## src/rtl/lsu_sram_pkg.sv

```systemverilog
// rtl/lsu_sram_pkg.sv - shared types, constants and helpers for the LSU-to-SRAM bridge
package lsu_sram_pkg;

    // Word address bits forwarded to the controller (halfword address LSB is always 0)
    localparam int SRAM_WORD_BITS = 17;

    typedef enum logic [1:0] {
        SzByte    = 2'b00,
        SzHalf    = 2'b01,
        SzWord    = 2'b10,
        SzIllegal = 2'b11
    } size_e;

    typedef enum logic [1:0] {
        StIdle,
        StIssue,
        StWait,
        StResp
    } bridge_state_e;

    // Byte-lane enables for an access of the given size at the given byte offset
    function automatic logic [3:0] gen_bmask(size_e size, logic [1:0] addr_lo);
        case (size)
            SzByte:  return 4'b0001 << addr_lo;
            SzHalf:  return 4'b0011 << addr_lo;
            default: return 4'b1111;
        endcase
    endfunction

    // Halfwords must be even, words must be word-aligned, size 11 is never legal
    function automatic logic is_misaligned(size_e size, logic [1:0] addr_lo);
        case (size)
            SzByte:  return 1'b0;
            SzHalf:  return addr_lo[0];
            SzWord:  return addr_lo != 2'b00;
            default: return 1'b1;
        endcase
    endfunction

endpackage

```

## src/rtl/lsu_sram_align.sv

```systemverilog
// rtl/lsu_sram_align.sv - store lane steering/mask and load extract/extend
module lsu_sram_align
    import lsu_sram_pkg::*;
(
    input  size_e       size_i,
    input  logic [1:0]  addr_lo_i,
    input  logic [31:0] st_data_i,
    input  logic [31:0] ld_word_i,
    input  logic        unsigned_i,
    output logic [31:0] st_lanes_o,
    output logic [3:0]  bmask_o,
    output logic [31:0] ld_data_o
);

    logic [31:0] ld_shifted;

    assign bmask_o    = gen_bmask(size_i, addr_lo_i);
    assign ld_shifted = ld_word_i >> {addr_lo_i, 3'b000};

    // Replicate store data across lanes; move the addressed load lane to bit 0 and extend it
    always_comb begin
        st_lanes_o = st_data_i;
        ld_data_o  = ld_word_i;
        case (size_i)
            SzByte: begin
                st_lanes_o = {4{st_data_i[7:0]}};
                ld_data_o  = unsigned_i ? {24'd0, ld_shifted[7:0]}
                                        : {{24{ld_shifted[7]}}, ld_shifted[7:0]};
            end
            SzHalf: begin
                st_lanes_o = {2{st_data_i[15:0]}};
                ld_data_o  = unsigned_i ? {16'd0, ld_shifted[15:0]}
                                        : {{16{ld_shifted[15]}}, ld_shifted[15:0]};
            end
            default: begin
                st_lanes_o = st_data_i;
                ld_data_o  = ld_word_i;
            end
        endcase
    end

endmodule

```

## src/rtl/lsu_sram_bridge.sv

```systemverilog
// rtl/lsu_sram_bridge.sv - single-outstanding CPU load/store to SRAM controller bridge (option: LSU_SRAM_TIMEOUT_EN)
module lsu_sram_bridge
    import lsu_sram_pkg::*;
#(
    parameter int TIMEOUT_CYCLES = 16
) (
    input  logic        i_clk,
    input  logic        i_reset,
    input  logic        i_req,
    input  logic        i_we,
    input  logic [31:0] i_addr,
    input  logic [31:0] i_wdata,
    input  logic [1:0]  i_size,
    input  logic        i_unsigned,
    output logic        o_ready,
    output logic        o_done,
    output logic        o_err,
    output logic [31:0] o_rdata,
    output logic [17:0] o_ADDR,
    output logic [31:0] o_WDATA,
    output logic [3:0]  o_BMASK,
    output logic        o_WREN,
    output logic        o_RDEN,
    input  logic [31:0] i_RDATA,
    input  logic        i_ACK
);

    bridge_state_e state_q;
    logic          we_q;
    logic [1:0]    addr_lo_q;
    size_e         size_q;
    logic          unsigned_q;
    logic          err_q;
    logic [31:0]   rdata_raw_q;

    logic          ready_q;
    logic          done_q;
    logic          err_out_q;
    logic [31:0]   rdata_q;
    logic [17:0]   addr_q;
    logic [31:0]   wdata_q;
    logic [3:0]    bmask_q;
    logic          wren_q;
    logic          rden_q;

    // Aligner sees the live request while idle and the captured request afterwards
    size_e         size_d;
    logic [1:0]    addr_lo_d;
    logic [31:0]   st_lanes;
    logic [3:0]    st_bmask;
    logic [31:0]   ld_data;
    logic          unused_addr_hi;

    assign size_d         = (state_q == StIdle) ? size_e'(i_size) : size_q;
    assign addr_lo_d      = (state_q == StIdle) ? i_addr[1:0] : addr_lo_q;
    assign unused_addr_hi = ^i_addr[31:19];

    lsu_sram_align u_align (
        .size_i     (size_d),
        .addr_lo_i  (addr_lo_d),
        .st_data_i  (i_wdata),
        .ld_word_i  (rdata_raw_q),
        .unsigned_i (unsigned_q),
        .st_lanes_o (st_lanes),
        .bmask_o    (st_bmask),
        .ld_data_o  (ld_data)
    );

`ifdef LSU_SRAM_TIMEOUT_EN
    logic [7:0] wait_cnt_q;
`else
    logic unused_timeout;
    assign unused_timeout = TIMEOUT_CYCLES[0];
`endif

    // Request FSM; every CPU- and controller-facing output is a register
    always_ff @(posedge i_clk) begin
        if (i_reset) begin
            state_q     <= StIdle;
            we_q        <= 1'b0;
            addr_lo_q   <= 2'b00;
            size_q      <= SzByte;
            unsigned_q  <= 1'b0;
            err_q       <= 1'b0;
            rdata_raw_q <= 32'd0;
            ready_q     <= 1'b1;
            done_q      <= 1'b0;
            err_out_q   <= 1'b0;
            rdata_q     <= 32'd0;
            addr_q      <= 18'd0;
            wdata_q     <= 32'd0;
            bmask_q     <= 4'd0;
            wren_q      <= 1'b0;
            rden_q      <= 1'b0;
`ifdef LSU_SRAM_TIMEOUT_EN
            wait_cnt_q  <= 8'd0;
`endif
        end else begin
            done_q    <= 1'b0;
            err_out_q <= 1'b0;
            rdata_q   <= 32'd0;
            wren_q    <= 1'b0;
            rden_q    <= 1'b0;
            case (state_q)
                StIdle: begin
                    if (i_req) begin
                        we_q       <= i_we;
                        addr_lo_q  <= i_addr[1:0];
                        size_q     <= size_e'(i_size);
                        unsigned_q <= i_unsigned;
                        addr_q     <= {i_addr[SRAM_WORD_BITS+1:2], 1'b0};
                        wdata_q    <= st_lanes;
                        bmask_q    <= st_bmask;
                        ready_q    <= 1'b0;
                        if (is_misaligned(size_e'(i_size), i_addr[1:0])) begin
                            err_q   <= 1'b1;
                            state_q <= StResp;
                        end else begin
                            err_q   <= 1'b0;
                            wren_q  <= i_we;
                            rden_q  <= ~i_we;
                            state_q <= StIssue;
                        end
                    end
                end
                StIssue: begin
                    state_q <= StWait;
`ifdef LSU_SRAM_TIMEOUT_EN
                    wait_cnt_q <= 8'd0;
`endif
                end
                StWait: begin
                    if (i_ACK) begin
                        rdata_raw_q <= i_RDATA;
                        state_q     <= StResp;
                    end
`ifdef LSU_SRAM_TIMEOUT_EN
                    else if (wait_cnt_q == 8'(TIMEOUT_CYCLES - 1)) begin
                        err_q   <= 1'b1;
                        state_q <= StResp;
                    end else begin
                        wait_cnt_q <= wait_cnt_q + 8'd1;
                    end
`endif
                end
                StResp: begin
                    done_q    <= 1'b1;
                    err_out_q <= err_q;
                    rdata_q   <= (we_q || err_q) ? 32'd0 : ld_data;
                    ready_q   <= 1'b1;
                    state_q   <= StIdle;
                end
                default: state_q <= StIdle;
            endcase
        end
    end

    assign o_ready = ready_q;
    assign o_done  = done_q;
    assign o_err   = err_out_q;
    assign o_rdata = rdata_q;
    assign o_ADDR  = addr_q;
    assign o_WDATA = wdata_q;
    assign o_BMASK = bmask_q;
    assign o_WREN  = wren_q;
    assign o_RDEN  = rden_q;

endmodule

```

## config.mk

```make
export PLATFORM = sky130hd
export DESIGN_NAME = lsu_sram_bridge
export DESIGN_NICKNAME = d
export VERILOG_FILES = /design/src/rtl/lsu_sram_pkg.sv /design/src/rtl/lsu_sram_align.sv /design/src/rtl/lsu_sram_bridge.sv
export SDC_FILE = /design/constraint.sdc
export NUM_CORES = 1
export LEC_CHECK = 0
export BUFFER_PORTS_ARGS = -buffer_cell sky130_fd_sc_hd__buf_2
export CORE_UTILIZATION = 55
export CTS_BUF_LIST = sky130_fd_sc_hd__clkbuf_8
export CTS_CLUSTER_SIZE = 16
export DETAILED_ROUTE_END_ITERATION = 8
export PLACE_DENSITY = 0.85
export RECOVER_POWER = 100
export SKIP_CTS_REPAIR_TIMING = 1
export SLEW_MARGIN = 40
export SYNTH_ARGS = -nofsm -noshare
export SYNTH_HDL_FRONTEND = slang
export SYNTH_SLANG_ARGS = --single-unit
```

## constraint.sdc

```tcl
create_clock -name i_clk -period 3.97 [get_ports i_clk]
set_input_delay 0.5955 -clock i_clk [delete_from_list [all_inputs] [get_ports i_clk]]
set_output_delay 0.5955 -clock i_clk [all_outputs]
set_load 0.1 [all_outputs]
```

==> key figures <==
Worst setup path
  • CP max FO: 21
  • Max incr delay on CP: 0.67 ns
  • Series of cell instances along the critical path: inv_1, ha_1, mux2i_1, mux2i_1, a211o_1, clkbuf_1, a31oi_4
  • Critical Path Start Type: flip-flop
  • CP max-delay cell: a211o_1
  • Endpoint arrival time on the critical path: 3.45 ns
  • Most frequent cell on the critical path: mux2i_1
  • Nature of the critical path endpoint: flip-flop
  • Largest delay share family, worst path: multiplexers
  • Startpoint of the worst setup timing path: state_q[0]
  • Worst Path Class, Setup: reg2reg
  • Buffer and inverter count on the worst path: 2
  • Required arrival time at the worst endpoint: 4.28 ns
  • Beginning of the worst register-to-register path: state_q[0]

STA
  • Worst-case hold slack: 0.341 ns
  • Min Tclk post-route: 3.13 ns
  • Fin. max-slew vios: 0
  • Highest achievable clock rate: 319 MHz
  • TNS Setup: 0 ns
  • Worst relative slew slack: 4.75%
  • Unrepaired setup endpoints after global routing: no
  • Final clock period utilization by the worst path: 79.0%
  • Final setup violation count: 0
  • Number of hold-slack violations in the final timing report: 0
  • Clock skew: 0.00701 ns
  • PnR worst setup slack: 0.835 ns
  • Transition time at the pin with the least slew margin: 1.43 ns

Logic synthesis
  • Area of the mapped netlist: 5670 um2
  • Mapped Avg Cell Area: 8.30 um2
  • Predominant post-synthesis flop cell: dfxtp_1
  • Number of instances in the synthesized netlist: 683
  • Yosys top cell by area: dfxtp_1
  • Top cells by area, synth: dfxtp_1 46%, nand2_1 12%, a21oi_1 7.2%, a31oi_4 3.4%, o21ai_0 3.3%
  • Most numerous cell in the Yosys netlist: nand2_1
  • Mapped Nets: 790
  • Share of flip-flops with an asynchronous set or reset after synthesis: 0%
  • Yosys warning total: 0
  • Number of enable-type register cells in the synthesized netlist: 0
  • Register area share after synthesis: 46.3%
  • Yosys top cell area share: 46.3%
  • Number of storage elements in the synthesis netlist: 131
  • Synth top cells by count: 181 x nand2_1, 131 x dfxtp_1, 81 x a21oi_1, 37 x clkbuf_1, 37 x o21ai_0
  • Synth cell types: 52

Routing
  • Detailed-route vias per instance: 5.63
  • Routed wire length: 15.5 mm
  • First-pass detailed-route iteration total: 5
  • DRC violation count after routing: 0
  • Drt initial violations: 362
  • Detail-routed net length per standard cell: 15.8 um
  • Overall via count from detail_route: 5525
  • Routed Antenna Nets: 0

Worst hold path
  • Hold WC Path Type: in2reg
  • Beginning of the worst hold path: i_we

Floorplanning
  • Overall die height: 104 um
  • I/O pin total: 195
  • Horizontal extent of the die: 104 um
  • Die footprint: 10700 um2
  • Placeable core area: 9860 um2
  • FP Rows: 36
  • Starting Density: 57.5%

Power
  • Max IR drop VDD: 500 uV
  • Static Leakage: 2.57 nW
  • Total Power: 5.65 mW
  • Power per cell area: 816 nW/um2

Clock network
  • # clock sinks: 131
  • Clock tree root buffer cell: clkbuf_8
  • Clock tree from TritonCTS: done
  • TritonCTS Buffers: 17
  • Clock edge transition at the registers on the reported setup and hold paths: 0.07 ns
  • Maximum buffer depth of the clock tree: 2
  • Number of H-tree branching levels: 4
  • Clock latency of the later-clocked register in the worst-skew pair: 0.45 ns

Final layout
  • Share of final-layout standard cells stronger than drive strength 1: 18.2%
  • Post-layout instance area: 6920 um2
  • Post-layout net count: 942
  • Fin cells: 981
  • Post-layout util: 70.1%
  • Antenna Diode Count: 0
  • Synthesis-to-finish area growth: 22.1%

Placement
  • Placement Setup Slack: 0.900 ns
  • Instance area at placement: 6560 um2
  • Placed Instances: 949
  • HPWL after detailed placement: 10.9 mm
  • Gp weighted congestion: 0.935
  • Count of buffers from port buffering: 180

Global routing
  • Total routing usage reported by global routing: 28.7%
  • Via count of the first global-routing pass: 5165
  • Initial antenna violation count: 0
  • Congestion Overflow GR: 0
  • Largest net degree at the start of global routing: 98
  • Global-route wire length before repair: 24.6 mm

Outcome
  • Result of the run: finished, final reports clean

Run
  • Max-capacitance violation count: 0
## worst paths after layout
path	slack [ns]	depth (start not counted)	endpoint
worst max-delay path	0.84	7	o_rdata[21]
worst min-delay path	0.34	2	o_RDEN
worst max register to register	0.84	7	o_rdata[21]
worst min register to register	0.45	2	rdata_raw_q[5]
## placed cells by master, fill, tap and decap left out, types with 3 or more instances in the layout
cell	count
a31oi_4	8
nor2_1	34
a21oi_1	81
a311oi_1	17
buf_4	6
nand2_1	181
mux2_2	7
o22ai_1	8
bufinv_16	6
buf_2	90
o21ai_0	37
a21boi_0	6
and2_1	17
a222oi_1	7
nor3b_1	4
o31a_1	6
inv_1	6
mux2i_1	4
ha_1	3
a211oi_1	10
dfxtp_1	131
a31oi_1	9
nor3_1	10
clkbuf_8	21
clkbuf_1	94
## logic make-up (layout without fill, tap and decap cells)
group | after synthesis | in the layout | synth area share [%]
buffers and inverters | 62 | 227 | 5.23
DFF | 131 | 131 | 46.3
AOI/OAI and AO/OA | 204 | 204 | 24.9
other | 1 | 1 | 0.0662
and+or+nand+nor | 268 | 268 | 20.2
muxes | 14 | 14 | 2.74
adders and majority gates | 3 | 3 | 0.662
## worst register-to-register path: cells and delay by family (launching register included)
family	cells	cell delay [ns]
buffers and inverters	2	0.38
flip-flops	1	0.34
AO/OA/AOI/OAI	2	0.78
adder cells (fa/ha/maj)	1	0.66
multiplexers	2	0.86
## layout make-up
cell class,instances,area (um2)
Clock buffer,21,289
Clock inverter,11,205
Fill cell,854,2950
Inverter,4,15.0
Multi-Input combinational cell,490,2760
Sequential cell,131,2620
Tap cell,133,166
Timing Repair Buffer,191,860
## registers in the layout (all words and copies together), names as in the netlist, 2 cells and up
name	cells
size_q	2
o_rdata	32
state_q	2
o_WDATA	32
addr_lo_q	2
o_ADDR	17
o_BMASK	4
rdata_raw_q	32
## metal layers
layer	GRT usage, %	share of wire, %	vias up
met1	35.9	42	2547
met4	15.3	3.4	0
met2	46.0	48	249
met5	0	0	-
li1	-	-	2680
met3	6.42	6.9	49
## report_power, final
group / switching (mW) / internal (mW)
combinational: 2.09 / 0.484
sequential: 0.153 / 1.54
clock: 0.501 / 0.872
total: 2.75 / 2.90
(Power assumes the default switching activity.)
